### config.mk
export PLATFORM = sky130hd
export DESIGN_NAME = pipe_cla_adder
export DESIGN_NICKNAME = d
export VERILOG_FILES = /design/src/rtl/pipe_cla_adder.sv
export SDC_FILE = /design/constraint.sdc
export NUM_CORES = 1
export LEC_CHECK = 0
export CAP_MARGIN = 10
export CORE_MARGIN = 2
export CORE_UTILIZATION = 50
export CTS_CLUSTER_DIAMETER = 200
export CTS_CLUSTER_SIZE = 28
export DETAILED_ROUTE_END_ITERATION = 16
export PLACE_DENSITY = 0.85
export SLEW_MARGIN = 20
export SYNTH_ARGS = -nofsm -noshare
export SYNTH_HDL_FRONTEND = slang
export SYNTH_SLANG_ARGS = --single-unit
### constraint.sdc
create_clock -name clk -period 5 [get_ports clk]
set_input_delay 1 -clock clk [delete_from_list [all_inputs] [get_ports clk]]
set_output_delay 1 -clock clk [all_outputs]
set_load 0.01 [all_outputs]
### src/rtl/pipe_cla_adder.sv
// Pipelined carry-lookahead adder/subtractor.
// Each stage resolves one SLICE-bit slice with a two-level (4-bit group)
// lookahead and hands its carry-out to the next stage. A single global
// enable stalls the whole pipe when the result is not being consumed.
module pipe_cla_adder #(
   parameter int unsigned WIDTH = 32,
   parameter int unsigned SLICE = 16
) (
   input  logic             clk,
   input  logic             rst,
   input  logic             in_valid,
   output logic             in_ready,
   input  logic [WIDTH-1:0] in_a,
   input  logic [WIDTH-1:0] in_b,
   input  logic             in_cin,
   input  logic             in_sub,
   output logic             out_valid,
   input  logic             out_ready,
   output logic [WIDTH-1:0] out_sum,
   output logic             out_carry,
   output logic             out_ovf
);

   localparam int unsigned STAGES = WIDTH / SLICE;
   localparam int unsigned NGRP   = SLICE / 4;

   if ((WIDTH % SLICE) != 0 || (SLICE % 4) != 0) begin : g_cfg_err
      $error("pipe_cla_adder: WIDTH must be a multiple of SLICE and SLICE a multiple of 4");
   end

   // Two-level lookahead over one slice; returns {carry_out, sum}.
   // Group and bit carries are written as flat sum-of-products so no carry
   // ripples from one group into the next.
   function automatic logic [SLICE:0] cla_slice(input logic [SLICE-1:0] a,
                                                input logic [SLICE-1:0] b,
                                                input logic             cin);
      logic [SLICE-1:0] g, p, c;
      logic [NGRP-1:0]  gg, gp;
      logic [NGRP:0]    gc;
      logic             t;
      g = a & b;
      p = a | b;
      for (int unsigned j = 0; j < NGRP; j++) begin
         gg[j] = g[4*j+3]
               | (p[4*j+3] & g[4*j+2])
               | (p[4*j+3] & p[4*j+2] & g[4*j+1])
               | (p[4*j+3] & p[4*j+2] & p[4*j+1] & g[4*j]);
         gp[j] = &p[4*j +: 4];
      end
      gc    = '0;
      gc[0] = cin;
      for (int unsigned j = 0; j < NGRP; j++) begin
         t = cin;
         for (int unsigned m = 0; m <= j; m++) t = t & gp[m];
         gc[j+1] = t;
         for (int unsigned k = 0; k <= j; k++) begin
            t = gg[k];
            for (int unsigned m = k + 1; m <= j; m++) t = t & gp[m];
            gc[j+1] = gc[j+1] | t;
         end
      end
      c = '0;
      for (int unsigned j = 0; j < NGRP; j++) begin
         for (int unsigned bi = 0; bi < 4; bi++) begin
            t = gc[j];
            for (int unsigned m = 0; m < bi; m++) t = t & p[4*j+m];
            c[4*j+bi] = t;
            for (int unsigned k = 0; k < bi; k++) begin
               t = g[4*j+k];
               for (int unsigned m = k + 1; m < bi; m++) t = t & p[4*j+m];
               c[4*j+bi] = c[4*j+bi] | t;
            end
         end
      end
      return {gc[NGRP], (a ^ b) ^ c};
   endfunction

   logic [STAGES-1:0] valid_q, valid_d;
   logic [STAGES-1:0] carry_q, carry_d;
   logic [WIDTH-1:0]  a_q   [STAGES];
   logic [WIDTH-1:0]  a_d   [STAGES];
   logic [WIDTH-1:0]  b_q   [STAGES];
   logic [WIDTH-1:0]  b_d   [STAGES];
   logic [WIDTH-1:0]  sum_q [STAGES];
   logic [WIDTH-1:0]  sum_d [STAGES];
   logic              ovf_q, ovf_d;
   logic              enable;
   logic              unused_last_ops;

   logic              src_v, src_c;
   logic [WIDTH-1:0]  src_a, src_b, src_s;
   logic [SLICE:0]    res;

   // Final-stage operand copies exist only to keep every stage the same shape.
   assign unused_last_ops = ^{a_q[STAGES-1], b_q[STAGES-1]};

   // Next-state for every stage: resolve own slice from the upstream register.
   always_comb begin
      enable  = !valid_q[STAGES-1] | out_ready;
      valid_d = valid_q;
      carry_d = carry_q;
      a_d     = a_q;
      b_d     = b_q;
      sum_d   = sum_q;
      ovf_d   = ovf_q;
      src_v   = 1'b0;
      src_c   = 1'b0;
      src_a   = '0;
      src_b   = '0;
      src_s   = '0;
      res     = '0;
      if (enable) begin
         for (int unsigned i = 0; i < STAGES; i++) begin
            if (i == 0) begin
               src_v = in_valid;
               src_a = in_a;
               src_b = in_sub ? ~in_b : in_b;
               src_c = in_cin ^ in_sub;
               src_s = '0;
            end else begin
               src_v = valid_q[i-1];
               src_a = a_q[i-1];
               src_b = b_q[i-1];
               src_c = carry_q[i-1];
               src_s = sum_q[i-1];
            end
            res        = cla_slice(src_a[i*SLICE +: SLICE], src_b[i*SLICE +: SLICE], src_c);
            valid_d[i] = src_v;
            a_d[i]     = src_a;
            b_d[i]     = src_b;
            carry_d[i] = res[SLICE];
            sum_d[i]   = src_s;
            sum_d[i][i*SLICE +: SLICE] = res[SLICE-1:0];
            if (i == STAGES - 1) begin
               // carry into the MSB is recovered from the MSB sum bit
               ovf_d = res[SLICE] ^ (src_a[WIDTH-1] ^ src_b[WIDTH-1] ^ res[SLICE-1]);
            end
         end
      end
   end

   // Pipeline registers; reset discards all in-flight beats at once.
   always_ff @(posedge clk or posedge rst) begin
      if (rst) begin
         valid_q <= '0;
         carry_q <= '0;
         ovf_q   <= 1'b0;
         for (int unsigned i = 0; i < STAGES; i++) begin
            a_q[i]   <= '0;
            b_q[i]   <= '0;
            sum_q[i] <= '0;
         end
      end else begin
         valid_q <= valid_d;
         carry_q <= carry_d;
         ovf_q   <= ovf_d;
         a_q     <= a_d;
         b_q     <= b_d;
         sum_q   <= sum_d;
      end
   end

   assign in_ready  = enable;
   assign out_valid = valid_q[STAGES-1];
   assign out_sum   = sum_q[STAGES-1];
   assign out_carry = carry_q[STAGES-1];
   assign out_ovf   = ovf_q;

endmodule

# == After elaboration in Yosys (flattened, before gate mapping) ==
# Cells that the tools add are included.
# totals
reg_bits,117
in_bits,70
word_cells,237
# classes
n_mux,7
n_bitwise,214
reduce_logical,9
# op_table
operator,count
$mux 32,5
$and 1x1->1,108
$or 1x1->1,93
$xor 16x16->16,4
$and 16x16->16,2
$not 32->32,1
$or 16x16->16,2
$reduce_and 4->1,8
$xor 1x1->1,4
$mux 1,2
$logic_not 1->1,1

# == Depth between registers and ports, before layout ==
# logic_depth
depth_word,22
mapped_depth,13

# == Worst setup path before layout ==
# Ideal clock, no wire load.
# synth_path
path_kind,input -> register
startpoint,input in_sub
endpoint,register sum_q[45] (netlist name)
t_arrival_ps,3487
t_required_ps,4923
path_slack_ps,1435
cell_stages,12
n_path_buf,2
cell_sequence,buf_4 -> clkbuf_1 -> xor2_1 -> inv_1 -> ha_1 -> o311a_4 -> nor4_4 -> or2_2 -> a31oi_1 -> fa_1 -> xor2_1 -> a21oi_1
# synth_between
elab_chain_len,15
# synth_lines
item,line,source
from (decl),16,"input logic in_sub,"
$mux 32,117,src_b = in_sub ? ~in_b : in_b;
$mux 32,112,if (enable) begin
$or 16x16->16 or $and 16x16->16 (tied branches),"42, 41",
"$and 1x1->1, on equally long branches","45, 46, 47",
$or 1x1->1 (tied with other cells),45,| (p[4*j+3] & g[4*j+2])
$or 1x1->1 or $and 1x1->1 (tied branches),"46, 47",
$or 1x1->1,47,| (p[4*j+3] & p[4*j+2] & p[4*j+1] & g[4*j]);
$and 1x1->1 (2 in a row),58,for (int unsigned m = k + 1; m <= j; m++) t = t & gp[m];
$or 1x1->1 (3 in a row),59,gc[j+1] = gc[j+1] | t;
$and 1x1->1,66,for (int unsigned m = 0; m < bi; m++) t = t & p[4*j+m];
$or 1x1->1,71,c[4*j+bi] = c[4*j+bi] | t;
$xor 16x16->16 (*),75,"return {gc[NGRP], (a ^ b) ^ c};"
to (signal assigned),159,sum_q <= sum_d;
to (decl),84,logic [WIDTH-1:0] sum_q [STAGES];
# Every way passes the cells marked *; elsewhere a longest branch is shown, timed or not. The select of a mux whose other input is x is not followed.
# A chain may end at the register's enable or synchronous reset.

# == Final worst setup path ==
# layout_path
startpoint,input in_sub
endpoint,register sum_q[44] (netlist name)
# layout_between
elab_chain_len,13
# layout_lines
item,line
$mux 32,117
$mux 32,112
$or 16x16->16 or $and 16x16->16 (tied branches),"42, 41"
"$and 1x1->1, on equally long branches","45, 46, 47"
$or 1x1->1 (tied with other cells),45
$or 1x1->1 or $and 1x1->1 (tied branches),"46, 47"
$or 1x1->1,47
$and 1x1->1 (2 in a row),58
$or 1x1->1 (3 in a row),59
$xor 16x16->16 (*),75
# Marks and branches as above.

==> qor.yml <==
routing:
  drc: 0
  routed-via-count: 4209
  drt_pass1_iterations: 4
  wl_per_cell_um: 13.8
  via_per_inst: 5.02
  wl_met3_um: 609
  ant_nets: 0
  wl_mm: 11.6
  wl_met1_mm: 4.75
  wl_met2_mm: 5.96
  top_layer: "met4"
  drtIter0Drc: 156
clock_tree:
  cts_sinks: 85
  clock_latency_ns: 0.36
  hold_buffers: 0
  cts_htree_levels: 3
  post_cts_buffers: 0
  post_cts_resize_count: 0
  cts_buffer_depth: 2
  numCtsBuffers: 9
  path_clk_slew_ns: 0.08
  cts_root_buffer: "clkbuf_8"
  cts_tree: "built"
placed_design:
  dp_slack_ns: 1.28
  gp_congestion: 0.882
  port_buffers: 105
  dp_hpwl_mm: 8.84
floorplan:
  die-area_um2: 12000
  num_rows: 38
  io_pins: 106
  coreArea_um2: 10800
  initial_core_util_pct: 51.5
  die_y_um: 110
  die_w_um: 110
power:
  p_leak_nw: 3.27
  p_per_area_nw_per_um2: 364
  irDropWorstVdd_uv: 184
hold_path:
  whs_path_depth: 2
  min_to: "valid_q[0]"
  hold_path_class: "reg -> reg"
  min_from: "valid_q[0]"
critical_path:
  r2r_slack_ns: 2.03
  end_kind: "flip-flop"
  worstReg2RegStart: "a_q[48]"
  startpoint_type: "primary input"
  r2r_end: "out_sum[29]"
  critical_path_class: "in -> reg"
  path_max_fanout: 22
  worstPathArrival_ns: 3.63
  cp.required_ns: 5.28
  rr_worst_depth: 11
cells_and_area:
  drive_gt1_share_pct: 4.43
  layout.nets: 837
  diodes: 0
  fillers: 908
  area_growth_pct: 20.2
sta:
  finalCritPeriodShare_pct: 67.1
  period_needed_ns: 3.35
  max_freq_ghz: 0.298
  rsz0062_at_grt: "false"
  tightestPinTransition_ns: 0.861
  slew_violations: 0
  worst_slack_ns: 1.65
  fin_skew_ns: 0.0119
  slew_headroom_pct: 41.8
  finalHoldViolCount: 0
  totalNegativeSetupSlack_ns: 0
  setup_violations: 0
logic_synthesis:
  syn_area_per_cell_um2: 8.88
  ys.flop_type: "dfrtp_1"
  ys_types: 40
  seq_area_frac_synth_pct: 38.1
  synthesis.nets: 770
  synth_edf_count: 0
  synth_cells: 628
  synth_warnings: 0
  syn_area_um2: 5580
  synthArstFlopShare_pct: 100
  ys_seq_elements: 85
global_route:
  grt_pass1_vias: 4375
  grt_pass1_wl_mm: 19.2
  grt-ovfl-total: 0
  grt_max_degree: 123
  grt_antenna_before_repair: 0
  grt_usage_pct: 20.4
job:
  maxCapViolCount: 0
outcome:
  status: "finished clean"
-- Yosys cell counts, drive strengths merged (2+ instances only) --
master / instances / area, µm²
nor2: 34 / 128
o21ai: 49 / 249
nor3b: 2 / 15.0
or2: 3 / 18.8
nor2b: 5 / 31.3
ha: 64 / 801
xnor2: 23 / 201
a21oi: 30 / 150
a31oi: 2 / 12.5
fa: 8 / 160
nand2: 114 / 428
xor2: 32 / 280
buf: 35 / 255
nor3: 4 / 20.0
nand2b: 8 / 50.1
o31ai: 4 / 30.0
o21bai: 4 / 30.0
dfrtp: 85 / 2130
inv: 84 / 315
a221oi: 2 / 17.5
o311ai: 4 / 52.6
clkbuf: 19 / 71.3
-- where the power goes --
group	switching, mW	total (mW)	internal, mW	leakage [nW]
clock network	0.239	0.429	0.190	0.0812
registers	0.126	1.01	0.887	1.01
logic	0.485	0.997	0.512	2.18
-- sequential cells by signal, indices dropped and copies added (netlist names) --
register	flops
b_q	16
a_q	16
out_ovf	1
carry_q	2
sum_q	16
out_sum	32
valid_q	2
-- area by class of cell --
| cell class | count | area (µm²) | share of cell area [%] |
|---|---|---|---|
| inverters | 84 | 318 | 4.74 |
| flip-flops and latches | 85 | 2130 | 31.7 |
| well taps | 140 | 175 | 2.61 |
| clock buffers | 11 | 141 | 2.11 |
| repair buffers | 110 | 1100 | 16.5 |
| clock inverters | 4 | 25.0 | 0.373 |
| multi-input cells | 405 | 2820 | 42.0 |
-- layout by cell type (no fill, tap or decap), drive strengths merged, types with 8 or more instances in the layout --
master / instances
nor2: 34
nand2b: 8
a21oi: 30
xnor2: 23
o21ai: 49
xor2: 32
dfrtp: 85
fa: 8
clkdlybuf4s50: 104
inv: 82
ha: 64
clkbuf: 11
nand2: 114
-- cells by family (layout without fill, tap and decap cells) --
logic type	count (synthesis)	in the layout	share of synthesized area [%]
buffers and inverters	138	209	11.5
adders and majority gates	72	72	17.2
and+or+nand+nor	174	174	13.1
AOI/OAI and AO/OA	103	103	11.2
muxes	1	1	0.179
DFF	85	85	38.1
xor gates and xnor gates	55	55	8.64
-- per-layer routing --
metal  vias up  GRT usage, %
li1       2063             -
met1      1988          23.5
met2       132          37.3
met3        26          3.91
met4         0          7.96
met5         -             0
-- per-stage QoR --
stage / std cells / total power, mW / utilization [%] / cell area (µm²) / hold WS (ns)
final: 839 / 2.44 / 61.9 / 6710 / 0.473
after global routing: 839 / 2.63 / 61.9 / 6710 / 0.501
after CTS: 838 / 2.46 / 61.6 / 6680 / 0.477
after detailed placement: 823 / 2.03 / 60.1 / 6510 / 0.456
after global placement: 823 / 1.98 / 60.1 / 6510 / 0.441
after floorplan: 628 / 1.72 / - / 5580 / 0.430
-- critical path, stage by stage --
cell      delay [ns]
buf_2           0.49
xnor2_1         0.22
inv_1           0.11
ha_1            0.22
nor2b_1         0.14
o21ai_0         0.16
o211ai_1        0.14
or2_2           0.33
a31oi_1         0.23
fa_1            0.44
a21oi_1         0.13
-- worst max path at each step --
stage                           end  startpoint  depth (start not counted)
after floorplan           sum_q[45]      in_sub                         12
after global placement    sum_q[45]      in_sub                         11
after detailed placement  sum_q[45]      in_sub                         11
after CTS                 sum_q[44]      in_sub                         11
after global routing      sum_q[44]      in_sub                         11
final                     sum_q[44]      in_sub                         11
No activity file was read; power rests on OpenSTA's default activity.
